$ cat src/rtl/reg_file_arb_pkg.sv
// Shared types and constants for the register-file port arbiter.
package reg_file_arb_pkg;

    // Register file geometry
    localparam int unsigned ADDR_W   = 3;
    localparam int unsigned NUM_REGS = 8;

    // Sequencer states
    typedef enum logic [1:0] {
        IDLE,
        CMD,
        WAIT,
        CAPT
    } state_e;

    // Owner encoding; also the value of the round-robin "last granted" pointer
    localparam logic OWN_A = 1'b0;
    localparam logic OWN_B = 1'b1;

endpackage

$ cat src/rtl/rr_arbiter_2.sv
// Two-way round-robin arbiter. The grant is combinational and one-hot.
// The last-grant pointer advances whenever a grant is issued, because a grant
// is only ever given to a valid requester, so every grant is an accept.
module rr_arbiter_2
    import reg_file_arb_pkg::*;
(
    input  logic       clk,
    input  logic       rst,
    input  logic       en,
    input  logic       req_a,
    input  logic       req_b,
    output logic [1:0] grant
);

    logic last_b_q;

    // Grant selection: a lone requester wins; on a tie the one not last granted wins
    always_comb begin
        grant = 2'b00;
        if (en) begin
            if (req_a && req_b) begin
                grant = (last_b_q == OWN_B) ? 2'b01 : 2'b10;
            end else if (req_a) begin
                grant = 2'b01;
            end else if (req_b) begin
                grant = 2'b10;
            end
        end
    end

    // Pointer: reset to "last granted B" so A wins the first tie
    always_ff @(posedge clk or negedge rst) begin
        if (!rst) begin
            last_b_q <= OWN_B;
        end else if (grant != 2'b00) begin
            last_b_q <= grant[1] ? OWN_B : OWN_A;
        end
    end

endmodule

$ cat src/rtl/reg_file_arbiter.sv
// Shares the single read/write port of an 8 x N register file between two
// requesters. Commands are accepted one at a time in IDLE, issued in CMD, and
// reads are captured in CAPT and returned to the owner as a one-cycle pulse.
module reg_file_arbiter
    import reg_file_arb_pkg::*;
#(
    parameter int unsigned N = 32
) (
    input  logic              clk,
    input  logic              rst,

    input  logic              a_valid,
    input  logic              a_we,
    input  logic [ADDR_W-1:0] a_addr,
    input  logic [N-1:0]      a_wdata,
    output logic              a_ready,
    output logic              a_rsp_valid,
    output logic [N-1:0]      a_rsp_rdata,

    input  logic              b_valid,
    input  logic              b_we,
    input  logic [ADDR_W-1:0] b_addr,
    input  logic [N-1:0]      b_wdata,
    output logic              b_ready,
    output logic              b_rsp_valid,
    output logic [N-1:0]      b_rsp_rdata,

    output logic              rf_read_enable,
    output logic              rf_write_enable,
    output logic [ADDR_W-1:0] rf_read_addr,
    output logic [ADDR_W-1:0] rf_write_addr,
    output logic [N-1:0]      rf_write_data,
    input  logic [N-1:0]      rf_read_data
);

    state_e            state_q;
    logic              owner_q;
    logic              we_q;

    logic              arb_en;
    logic [1:0]        grant;
    logic              sel_we;
    logic [ADDR_W-1:0] sel_addr;
    logic [N-1:0]      sel_wdata;

    // Ready is gated by reset too, so it is low while rst is held
    assign arb_en = rst && (state_q == IDLE);

    rr_arbiter_2 u_rr (
        .clk   (clk),
        .rst   (rst),
        .en    (arb_en),
        .req_a (a_valid),
        .req_b (b_valid),
        .grant (grant)
    );

    assign a_ready = grant[0];
    assign b_ready = grant[1];

    // Command mux: pick the granted requester's fields
    always_comb begin
        sel_we    = a_we;
        sel_addr  = a_addr;
        sel_wdata = a_wdata;
        if (grant[1]) begin
            sel_we    = b_we;
            sel_addr  = b_addr;
            sel_wdata = b_wdata;
        end
    end

    // Sequencer with registered outputs. The rf address/data registers double
    // as the latched command, so requester inputs are free after accept.
    always_ff @(posedge clk or negedge rst) begin
        if (!rst) begin
            state_q         <= IDLE;
            owner_q         <= OWN_A;
            we_q            <= 1'b0;
            rf_read_enable  <= 1'b0;
            rf_write_enable <= 1'b0;
            rf_read_addr    <= '0;
            rf_write_addr   <= '0;
            rf_write_data   <= '0;
            a_rsp_valid     <= 1'b0;
            b_rsp_valid     <= 1'b0;
            a_rsp_rdata     <= '0;
            b_rsp_rdata     <= '0;
        end else begin
            a_rsp_valid <= 1'b0;
            b_rsp_valid <= 1'b0;
            unique case (state_q)
                IDLE: begin
                    if (grant != 2'b00) begin
                        owner_q <= grant[1] ? OWN_B : OWN_A;
                        we_q    <= sel_we;
                        if (sel_we) begin
                            rf_write_enable <= 1'b1;
                            rf_write_addr   <= sel_addr;
                            rf_write_data   <= sel_wdata;
                        end else begin
                            rf_read_enable <= 1'b1;
                            rf_read_addr   <= sel_addr;
                        end
                        state_q <= CMD;
                    end
                end
                CMD: begin
                    rf_write_enable <= 1'b0;
                    rf_read_enable  <= 1'b0;
                    state_q         <= we_q ? IDLE : WAIT;
                end
                WAIT: begin
                    state_q <= CAPT;
                end
                CAPT: begin
                    if (owner_q == OWN_B) begin
                        b_rsp_valid <= 1'b1;
                        b_rsp_rdata <= rf_read_data;
                    end else begin
                        a_rsp_valid <= 1'b1;
                        a_rsp_rdata <= rf_read_data;
                    end
                    state_q <= IDLE;
                end
                default: begin
                    state_q <= IDLE;
                end
            endcase
        end
    end

endmodule

$ cat config.mk
export PLATFORM = sky130hd
export DESIGN_NAME = reg_file_arbiter
export DESIGN_NICKNAME = d
export VERILOG_FILES = /design/src/rtl/reg_file_arb_pkg.sv /design/src/rtl/rr_arbiter_2.sv /design/src/rtl/reg_file_arbiter.sv
export SDC_FILE = /design/constraint.sdc
export NUM_CORES = 1
export LEC_CHECK = 0
export ABC_AREA = 1
export ABC_CLOCK_PERIOD_IN_PS = 3700
export BUFFER_PORTS_ARGS = -buffer_cell sky130_fd_sc_hd__buf_2
export CORE_UTILIZATION = 50
export DETAILED_ROUTE_END_ITERATION = 6
export GPL_ROUTABILITY_DRIVEN = 0
export PLACE_DENSITY_LB_ADDON = 0.1
export SYNTH_ARGS = -nofsm -noshare
export SYNTH_HDL_FRONTEND = slang
export SYNTH_HIERARCHICAL = 1
export SYNTH_SLANG_ARGS = --single-unit
$ cat constraint.sdc
create_clock -name clk -period 3.7 [get_ports clk]
set_clock_uncertainty 0.15 [all_clocks]
set_input_delay 0.925 -clock clk [delete_from_list [all_inputs] [get_ports clk]]
set_output_delay 0.925 -clock clk [all_outputs]
set_load 0.05 [all_outputs]
After elaboration in Yosys (flattened, before gate mapping)

Index checks and enable logic that the tools add are counted.

Bitwise operators: 2
Multiplexer cells: 22
Equal/unequal tests: 6
Reduce and logical (&&, ||, !) cells: 12

Operators by type and width:

| cell                 | number |
|---|---|
| $mux W32             | 1 |
| $mux W2              | 7 |
| $reduce_and A3 Y1    | 4 |
| $mux W1              | 10 |
| $pmux W2 S4          | 1 |
| $reduce_and A2 Y1    | 3 |
| $eq A2 B2 Y1 const B | 2 |
| $ne A2 B2 Y1 const B | 2 |
| $pmux W1 S2          | 2 |
| $reduce_bool A2 Y1   | 2 |
| $mux W3              | 1 |
| $eq A2 B1 Y1 const B | 1 |
| $logic_and A1 B1 Y1  | 2 |
| $logic_not A2 Y1     | 1 |
| $ne A2 B1 Y1 const B | 1 |
| $not A1 Y1           | 2 |

Logic and storage cells: 55
Output and inout port bits: 108
Flip-flop bits (word level): 111

Longest topological paths before layout

Word-level depth: 8
Gate-level depth with buffers: 14
Depth with buffers taken out: 13

Modules after synthesis

Netlist, hierarchy kept.

Modules (own cells, without submodules):

| module           | instances | area each (um2) | cells an instance |
|---|---|---|---|
| reg_file_arbiter | 1         | 4,635.7         | 562 |
| rr_arbiter_2     | 1         | 65.1            | 11 |

Worst setup path after synthesis

OpenSTA, ideal clock, no wires.

Path kind: input-to-reg
Start point: input port rst
End point: register rf_write_data[10]
Library setup time: 0.119 ns
Slack: 0.675 ns
Data required time: 3.431 ns
Path buffers: 1
Stages on the path: 10
Arrival: 2.756 ns
Path through: inv_1 > nor2_1 > nand2_1 > a21oi_1 > nor2_1 > nor2_4 > nand2_4 > buf_4 > nand2_1 > nand2_1

Word-level cells in the longest chain between the ends: 4
Elaborated cells between the ends (all ways): 6

Ends and longest elaborated chain:

| element                            | line                    | source |
|---|---|---|
| start, declared                    | reg_file_arbiter.sv:10  | `input logic rst,` |
| $logic_and A1 B1 Y1                | reg_file_arbiter.sv:47  | `assign arb_en = rst && (state_q == IDLE);` |
| via arb_en                         | reg_file_arbiter.sv:40  | `logic arb_en;` |
| $mux W2                            | rr_arbiter_2.sv:20      | `if (en) begin` |
| via a_ready                        | reg_file_arbiter.sv:16  | `output logic a_ready,` |
| $reduce_bool A2 Y1                 | reg_file_arbiter.sv:94  | `if (grant != 2'b00) begin` |
| $reduce_and A3 Y1 (no source line) | -                       |  |
| end signal, assigned               | reg_file_arbiter.sv:100 | `rf_write_data <= sel_wdata;` |
| end, declared                      | reg_file_arbiter.sv:32  | `output logic [N-1:0] rf_write_data,` |

The timed path passes the listed nets, and every way through them passes these cells.
A chain may end at the register's enable or synchronous reset.

Worst setup path after layout

Start point: input port rst
End point: output port a_ready

Word-level cells in the longest chain between the ends: 2

Ends and longest elaborated chain:

| element             | line |
|---|---|
| $logic_and A1 B1 Y1 | reg_file_arbiter.sv:47 |
| via arb_en          | reg_file_arbiter.sv:40 |
| $mux W2             | rr_arbiter_2.sv:20 |
| end, declared       | reg_file_arbiter.sv:16 |

The timed path passes the listed nets, and every way through them passes these cells.

==> qor.yml <==
tns_ns: 0
end_kind: "output pin"
fp.dieW_um: 99.0
grt_first_pass_wirelength_um: 18300
fin_cells: 890
core_area_um2: 9150
vias_per_cell: 4.83
grt_overflow: 0
synth_compound_area_share_pct: 7.35
synthMuxAreaShare_pct: 0
post-route-min-period_ns: 2.82
synth_top_family_by_area: "simple AND/OR/NAND/NOR gates"
relSlewSlack_pct: 27.7
pre_cts_slack_ns: 0.656
pwr_density_cell_nw_per_um2: 1070
path_cells: "buf_4 -> inv_1 -> nor2_1 -> nand2_1 -> a21oi_1 -> buf_2"
ys_ff_latch: 111
drv_cap: 0
antenna_cells: 0
leakage_uw: 0.00361
initial_core_util_pct: 51.4
htreeDepth: 3
dieArea_um2: 9790
portBuffers: 215
dr.pass1.iters: 6
post-route-period-util_pct: 76.1
numCtsBuffers: 9
crit_family: "buffers and inverters"
hpwl_um: 8060
peakVddDrop_mv: 0.395
drt_iter0_markers: 145
drt-total-wl_um: 11100
grt_use_total_pct: 23.8
switchingPower_uw: 3620
die_h_um: 99.0
synth_area_um2: 4700
cp_slowest_cell: "buf_2"
post_cts_buffers: 0
min_from: "rf_read_addr[2]"
grt_pass1_vias: 3938
drive_gt1_share_pct: 31.3
totalPowerFinal_uw: 6450
netlist_instances: 573
layout_setup_ws_ns: 0.883
syn-num-nets: 681
root_buffer: "clkbuf_8"
synth-simple-area-share_pct: 26.6
synth_xor_area_share_pct: 0
rrSetupSlack_ns: 1.04
clk_pin_slew_ns: 0.11
dp_cells: 875
insertion_delay_ns: 0.36
hold_path.class: "flop to flop"
cts_resized: 0
arrival_ns: 1.74
rsz0062_at_grt: "false"
setup_viol: 0
comb_power_share_pct: 56.5
synth_top_area_cell: "dfrtp_1"
ant_nets: 0
status: "completed"
critPathKind: "input port to output pin"
finalMaxSlewViolations: 0
cp.buffers_inverters: 3
syn_avg_cell_area_um2: 8.20
slowest_delay_ns: 0.30
row_count: 35
synth_area_leaders: "dfrtp_1 59%, nand2_1 21%, o21ai_0 7.1%, nand3_1 4.3%, inv_1 3.7%"
clock_tree.buffer_depth: 2
p_int_uw: 2830
area_growth_pct: 27.9
wl_per_cell_um: 12.5
reg2regPathDepth: 13
p_clk_share_pct: 10.4
drc_errors: 0
tightest_slew_ns: 1.08
synth_adder_area_share_pct: 0
ioPinCount: 216
p_seq_share_pct: 33.1
start_kind: "input port"
grt_max_degree: 84
hold_buffers: 0
netSwitchingFraction_pct: 56.2
synth_cell_types: 16
cts_sinks: 111
holdPathStages: 2
seq_area_frac_synth_pct: 59.1
fill_cells: 824
yosysTopAreaCellShare_pct: 58.6
max_clock_freq_ghz: 0.355
antenna_found_initial: 0
nNetsFinal: 883
vias: 4297
yosysWarnings: 6
crit_required_ns: 2.62
worstHoldEndpoint: "rf_read_addr[2]"
hold_viol: 0
crit_fanout: 2
tritoncts: "yes"
r2r_end: "rf_write_data[2]"
[power groups by stage]
stage / registers (uW) / logic (uW) / clock network (uW)
floorplan: 4130 / 761 / 0
global placement: 2140 / 3610 / 0
detailed placement: 2150 / 3670 / 0
CTS: 2140 / 3670 / 686
global route: 2210 / 3900 / 727
finish: 2140 / 3640 / 671
[layer usage]
metal | up-vias | track usage (%) | wire [um]
met1 | 1932 | 31.8 | 4990
met4 | 0 | 10.9 | 269
met3 | 23 | 3.76 | 668
met5 | - | 0 | 0
li1 | 2175 | - | -
met2 | 167 | 38.3 | 5210
[logic make-up (layout without fill, tap and decap cells)]
| kind of cell | Yosys count | in the layout |
|---|---|---|
| compound gates | 69 | 69 |
| buf+inv | 78 | 284 |
| flops | 111 | 111 |
| simple gates | 315 | 315 |
[worst max path at each step]
stage	start	end	slack, ns	cells past startpoint
3_3_place_gp	rst	we_q	0.77	13
6_report	rst	a_ready	0.88	6
2_1_floorplan	rst	rf_write_data[10]	0.68	10
5_1_grt	flop	we_q	0.63	13
3_5_place_dp	rst	we_q	0.66	13
4_1_cts	flop	b_ready	0.86	8
[synth_stat cells]
master / n
a21oi_1: 2
buf_1: 3
buf_2: 18
buf_4: 3
clkbuf_1: 7
dfrtp_1: 110
dfstp_2: 1
inv_1: 46
inv_2: 1
nand2_1: 266
nand2_2: 1
nand2_4: 1
nand3_1: 40
nor2_1: 6
nor2_4: 1
o21ai_0: 67
[cell type report]
type,count,area (um^2),area share (%)
Inverter,47,176,2.94
Clock buffer,10,138,2.29
Clock inverter,5,42.5,0.708
Timing Repair Buffer,222,1130,18.8
Multi-Input combinational cell,384,1610,26.7
Sequential cell,111,2780,46.2
Tap cell,111,139,2.31
[layout by cell type (no fill, tap or decap), types with 6 or more instances in the layout]
cell type  Yosys  routed
clkbuf_8       0      10
nor2_1         6       6
buf_2         18     214
nand2_1      266     266
dfrtp_1      110     110
inv_1         46      46
nand3_1       40      38
buf_4          3       8
o21ai_0       67      67
[stage by stage]
step	utilization [%]	hold slack, ns	instance area [um^2]
global placement	63.7	0.300	5830
floorplan	-	0.304	4700
global route	65.7	0.343	6010
detailed placement	63.7	0.305	5830
CTS	65.7	0.330	6010
finish	65.7	0.326	6010
[state kept, by name, summed over array words and instances (netlist names), 3 cells and up, named ones only]
signal	cells
a_rsp_rdata	32
b_rsp_rdata	32
rf_read_addr	3
rf_write_addr	3
rf_write_data	32
[worst reg2reg max path: stages (launching register included)]
cell and delay (ns):
dfrtp_1 0.45, inv_1 0.11, nand2_1 0.11, nor2_1 0.15, nand2_1 0.07, inv_1 0.06, nand2_1 0.06, inv_1 0.10
buf_4 0.35, nand2_1 0.12, nand2_2 0.32, nand2_4 0.30, nand2_1 0.15, nand2_1 0.06
(Power assumes the default switching activity.)
